`config.mk`:
```
export PLATFORM = sky130hd
export DESIGN_NAME = ifetch
export DESIGN_NICKNAME = d
export VERILOG_FILES = /design/src/rtl/ifetch_pkg.sv /design/src/rtl/ifetch_queue.sv /design/src/rtl/ifetch.sv
export SDC_FILE = /design/constraint.sdc
export NUM_CORES = 1
export LEC_CHECK = 0
export CORE_ASPECT_RATIO = 1.75
export CORE_MARGIN = 10
export CORE_UTILIZATION = 46
export CTS_CLUSTER_SIZE = 30
export DETAILED_ROUTE_END_ITERATION = 7
export HOLD_SLACK_MARGIN = 0.05
export PLACE_DENSITY_LB_ADDON = 0.08
export SYNTH_ARGS = -nofsm -noshare
export SYNTH_HDL_FRONTEND = slang
export SYNTH_SLANG_ARGS = --single-unit
export TNS_END_PERCENT = 10
```
`constraint.sdc`:
```
create_clock -name clk -period 2 [get_ports clk]
set_input_delay 0.6 -clock clk [delete_from_list [all_inputs] [get_ports clk]]
set_output_delay 0.6 -clock clk [all_outputs]
set_load 0.1 [all_outputs]
```
`src/rtl/ifetch_pkg.sv`:
```
// ifetch_pkg: shared types and constants for the instruction-fetch stage.
//   state_t    : fetch FSM states (IDLE, WAIT)
//   ALIGN_MASK : low pc bits that must be zero for a word-aligned fetch
//   entry_t    : {pc, instr} queue entry at the default 32/32 widths, for
//                consumers that do not re-parameterise the stage
package ifetch_pkg;

    localparam int IF_ADDR_W = 32;
    localparam int IF_DATA_W = 32;

    localparam logic [1:0] ALIGN_MASK = 2'b11;

    typedef enum logic {
        IDLE = 1'b0,
        WAIT = 1'b1
    } state_t;

    typedef struct packed {
        logic [IF_ADDR_W-1:0] pc;
        logic [IF_DATA_W-1:0] instr;
    } entry_t;

endpackage

```
`src/rtl/ifetch_queue.sv`:
```
// fetch_queue: synchronous FIFO holding fetched {pc, instr} entries.
//   clk, rst    : clock, synchronous active-high reset
//   push, wdata : write an entry (ignored when full unless popping too)
//   pop         : remove the head entry (ignored when empty)
//   clear       : empty the queue; wins over push and pop
//   rdata       : head entry (valid when !empty)
//   count       : number of entries, 0..DEPTH
//   empty, full : status flags derived from count
module fetch_queue #(
    parameter int DEPTH = 2,
    parameter int WIDTH = 64
) (
    input  logic                     clk,
    input  logic                     rst,
    input  logic                     push,
    input  logic [WIDTH-1:0]         wdata,
    input  logic                     pop,
    input  logic                     clear,
    output logic [WIDTH-1:0]         rdata,
    output logic [$clog2(DEPTH):0]   count,
    output logic                     empty,
    output logic                     full
);
    localparam int PTR_W = $clog2(DEPTH);
    localparam logic [PTR_W:0] DEPTH_C = DEPTH[PTR_W:0];

    logic [DEPTH-1:0][WIDTH-1:0] mem;
    logic [PTR_W-1:0]            wptr, rptr;
    logic                        do_push, do_pop;

    assign empty = (count == '0);
    assign full  = (count == DEPTH_C);
    assign rdata = mem[rptr];

    // A push into a full queue is only legal when the head leaves the same
    // cycle; in that case wptr == rptr and the head has already been read.
    assign do_push = push & (~full | pop);
    assign do_pop  = pop & ~empty;

    always_ff @(posedge clk) begin
        if (rst) begin
            mem   <= '0;
            wptr  <= '0;
            rptr  <= '0;
            count <= '0;
        end else if (clear) begin
            wptr  <= '0;
            rptr  <= '0;
            count <= '0;
        end else begin
            if (do_push) begin
                mem[wptr] <= wdata;
                wptr      <= wptr + 1'b1;   // power-of-2 depth: natural wrap
            end
            if (do_pop)
                rptr <= rptr + 1'b1;
            case ({do_push, do_pop})
                2'b10:   count <= count + 1'b1;
                2'b01:   count <= count - 1'b1;
                default: count <= count;
            endcase
        end
    end

endmodule

```
`src/rtl/ifetch.sv`:
```
// ifetch: instruction-fetch stage between the PC generator and decode.
//   clk, rst               : clock, synchronous active-high reset
//   pc, pc_valid, pc_ready : fetch address handshake from the PC generator
//   mem_req, mem_addr      : single outstanding read to instruction memory
//   mem_ack, mem_rdata     : read completion and data
//   flush                  : discard queued and in-flight fetches
//   instr_valid/instr/instr_pc/instr_ready : queue head toward decode
//   misalign               : one-cycle pulse for an accepted unaligned pc
module ifetch
    import ifetch_pkg::*;
#(
    parameter int DEPTH  = 2,
    parameter int ADDR_W = 32,
    parameter int DATA_W = 32
) (
    input  logic              clk,
    input  logic              rst,
    input  logic [ADDR_W-1:0] pc,
    input  logic              pc_valid,
    output logic              pc_ready,
    output logic              mem_req,
    output logic [ADDR_W-1:0] mem_addr,
    input  logic              mem_ack,
    input  logic [DATA_W-1:0] mem_rdata,
    input  logic              flush,
    output logic              instr_valid,
    output logic [DATA_W-1:0] instr,
    output logic [ADDR_W-1:0] instr_pc,
    input  logic              instr_ready,
    output logic              misalign
);
    localparam int CNT_W = $clog2(DEPTH) + 1;
    localparam logic [CNT_W-1:0] DEPTH_C = DEPTH[CNT_W-1:0];

    // Same layout as ifetch_pkg::entry_t, at this instance's widths.
    typedef struct packed {
        logic [ADDR_W-1:0] pc;
        logic [DATA_W-1:0] instr;
    } q_entry_t;

    state_t           state;
    logic             drop;
    logic             accept, aligned;
    logic             q_push, q_pop;
    logic             q_empty, q_full;
    logic [CNT_W-1:0] q_count;
    q_entry_t         q_wdata, q_rdata;

    // Only one fetch is ever in flight, so a free slot at accept time is
    // still free when its data returns: count is the only reservation.
    assign pc_ready = (state == IDLE) & ~flush & (q_count < DEPTH_C);
    assign accept   = pc_valid & pc_ready;
    assign aligned  = ((pc[1:0] & ALIGN_MASK) == 2'b00);

    assign q_pop   = instr_valid & instr_ready;
    assign q_push  = (state == WAIT) & mem_ack & ~drop & ~flush & (~q_full | q_pop);
    assign q_wdata = '{pc: mem_addr, instr: mem_rdata};

    fetch_queue #(
        .DEPTH (DEPTH),
        .WIDTH (ADDR_W + DATA_W)
    ) u_queue (
        .clk   (clk),
        .rst   (rst),
        .push  (q_push),
        .wdata (q_wdata),
        .pop   (q_pop),
        .clear (flush),
        .rdata (q_rdata),
        .count (q_count),
        .empty (q_empty),
        .full  (q_full)
    );

    assign instr_valid = ~q_empty;
    assign instr       = q_rdata.instr;
    assign instr_pc    = q_rdata.pc;

    always_ff @(posedge clk) begin
        if (rst) begin
            state    <= IDLE;
            mem_req  <= 1'b0;
            mem_addr <= '0;
            drop     <= 1'b0;
            misalign <= 1'b0;
        end else begin
            misalign <= 1'b0;
            case (state)
                IDLE: begin
                    if (accept) begin
                        if (!aligned) begin
                            misalign <= 1'b1;
                        end else begin
                            mem_addr <= pc;
                            mem_req  <= 1'b1;
                            state    <= WAIT;
                        end
                    end
                end
                WAIT: begin
                    if (mem_ack) begin
                        // Completion retires any pending discard.
                        mem_req <= 1'b0;
                        drop    <= 1'b0;
                        state   <= IDLE;
                    end else if (flush) begin
                        // Memory cannot be cancelled; let it finish, drop the data.
                        drop <= 1'b1;
                    end
                end
                default: state <= IDLE;
            endcase
        end
    end

endmodule

```
==> results.ini <==
[synth]
synth-seq-area-share = 0.441
synth.largest_area_cell = dfxtp_1
post_synth_num_cell_types = 37
synth_area_um2 = 7630
synth.avg_cell_area_um2 = 10.3
netlist_top_cells_area = dfxtp_1 44%, mux2i_1 17%, nand2b_1 16%, mux2_2 9.4%, a21oi_1 2.1%
ys_warn_count = 0
synth-seq-cells = 168
syn_inst = 741
synth_edf_count = 0
ys_async_sr_fraction = 0
ys.flop_type = dfxtp_1
synthesis.nets = 812
yosysTopAreaCellShare = 0.441

[floorplan]
core-area_um2 = 16400
start_util = 0.466
ios = 170
fp.dieH_um = 190
die_w_um = 117
die-area_um2 = 22300
rows = 62

[placed_design]
dpl.cell_count = 1104
hpwl_um = 14400
globalplace.congestion = 0.755
numPortBuffers = 169
place_area_um2 = 10700

[timing]
tightest_slew_ps = 352
finalCritPeriodShare = 1.11
hold_viol = 0
rsz0062_at_grt = true
layout_setup_ws_ps = -223
skew_ps = 8.29
drv_slew = 0
fmaxAchievable_mhz = 450
final-setup-viol-count = 65
slew_headroom = 0.765
period_minus_slack_ps = 2220

[drt]
routed_wl_um = 20100
drc = 0
drtIter0Drc = 229
via_per_inst = 5.08
first_pass_iters = 4
vias = 5773
antenna_left = 0
wire_per_inst_um = 17.7

[finish]
nets = 970
postLayoutCellArea_um2 = 11400
fill_cells = 1237
seq_area_um2 = 3370
drive_gt1_frac = 0.262
multiInputGateArea_um2 = 4090
syn2layout_area_growth_pct = 49.6
instances_no_fill = 1136
diodes = 0

[pwr]
pwr-share-comb = 0.088
power_frac_clock = 0.448
switching_share = 0.252
ir_drop_mv = 0.495
leakagePower_uw = 0.00445
p_switching_uw = 1840
seq_power_share = 0.464
p_int_uw = 5450
power_density_nw_per_um2 = 639

[worst_setup_path]
crit_arrival_ps = 1620
path_class = reg -> out
critPathMaxFanout = 32
critPathRequiredTime_ps = 1400
start_kind = flop
critical_path.endpoint_type = primary output

[clocking]
cts_made_buffers = 17
clock_path_buffers = 2
cts_tree = done
cts.sinks = 168
clk_latency_ps = 420
cts_root_buf = clkbuf_16
clk_pin_slew_worst_paths_ps = 70
htreeDepth = 4
holdBufCountCts = 0

[outcome]
violations = negative setup slack
status = finished with violations

[global_routing]
overflow = 0
track_usage = 0.178
grt_pass1_vias = 6417
grt_pass1_wl_um = 32700
antenna_found_initial = 0
grt_max_degree = 89

[worst_hold_path]
worstHoldPathType = reg -> reg

[job]
max_cap_viol_count = 0

==> logic make-up after synthesis <==
family,after synthesis,synth area share
simple gates,247,0.202
mux,192,0.262
flops,168,0.441
compound gates,69,0.0477
buf+inv,61,0.0417
xor+xnor,3,0.00344
fa+ha+maj,1,0.00164
==> final timing paths <==
kind / from / end / slack [ps] / cells after the start
max reg2reg: u_queue.count[0] / u_queue.count[1] / 220 / 5
min reg2reg: u_queue.mem[62] / u_queue.mem[62] / 470 / 2
max: u_queue.rptr / instr_pc[24] / -220 / 3
min: u_queue.mem[62] / u_queue.mem[62] / 470 / 2
==> stage by stage <==
stage	util	power, uW	TNS (ps)	hold slack, ps	setup slack (ps)
floorplan	-	3800	-1030	445	-58.5
global placement	0.656	4090	-35350	455	-360
detailed placement	0.656	4100	-41420	459	-384
CTS	0.696	7350	-12750	476	-252
global route	0.697	7520	-14740	488	-275
finish	0.697	7290	-11320	473	-223
==> what timing repair did <==
action,4_1_cts,5_1_grt
endpoints found under the setup margin,66,75
resized for setup,21,5
setup buffers,0,0
pin swaps,0,1
==> flip-flops by register name (all words and copies together) (netlist names) <==
signal,flops
drop,1
u_queue.wptr,1
mem_addr,32
u_queue.count,2
mem_req,1
u_queue.mem,128
state,1
misalign,1
u_queue.rptr,1
==> power groups by stage <==
stage	clock, uW	combinational (uW)	sequential [uW]
global placement	0	632	3460
finish	3260	644	3380
floorplan	0	243	3550
global route	3460	679	3380
CTS	3320	647	3380
detailed placement	0	643	3460
==> synth_stat cells, types with 2 or more instances <==
cell and instances:
nand2_1 2, nor3b_1 3, or3_1 2, buf_6 6
mux2i_1 128, nor3_1 4, nand3_1 31, mux2_2 64
nand2b_1 190, o21ai_1 3, a21oi_1 32, o21ai_0 29
or2b_1 3, nor2_1 2, xnor2_1 2, buf_4 4
buf_2 10, clkbuf_1 40, dfxtp_1 168
==> final cells by class <==
| type | instances | share of cell area |
|---|---|---|
| multi-input combinational | 512 | 0.358 |
| sequential | 168 | 0.295 |
| timing repair buffer | 200 | 0.271 |
| clock buffer | 18 | 0.0376 |
| tap | 224 | 0.0246 |
| clock inverter | 14 | 0.0139 |
==> routing by layer <==
| layer | share of wire | global-route usage | routed length (um) | vias to the layer above |
|---|---|---|---|---|
| li1 | - | - | - | 2841 |
| met1 | 0.38 | 0.179 | 7700 | 2788 |
| met2 | 0.54 | 0.337 | 10900 | 128 |
| met3 | 0.062 | 0.0629 | 1250 | 16 |
| met4 | 0.013 | 0.0493 | 261 | 0 |
| met5 | 0 | 0 | 0 | - |
==> cells in the final DEF (no fill, tap or decap), types with 26 or more instances in the layout <==
| master | count |
|---|---|
| a21oi_1 | 32 |
| buf_12 | 113 |
| clkdlybuf4s50_1 | 68 |
| dfxtp_1 | 167 |
| mux2_2 | 38 |
| mux2_4 | 26 |
| mux2i_1 | 128 |
| nand2b_1 | 190 |
| nand3_1 | 30 |
| o21ai_0 | 29 |
==> critical path, stage by stage, from the launching register on <==
cell and delay (ps):
dfxtp_4 380, buf_12 220, mux2_2 410, buf_12 180
Note: power is estimated with default switching activity, not from simulation.
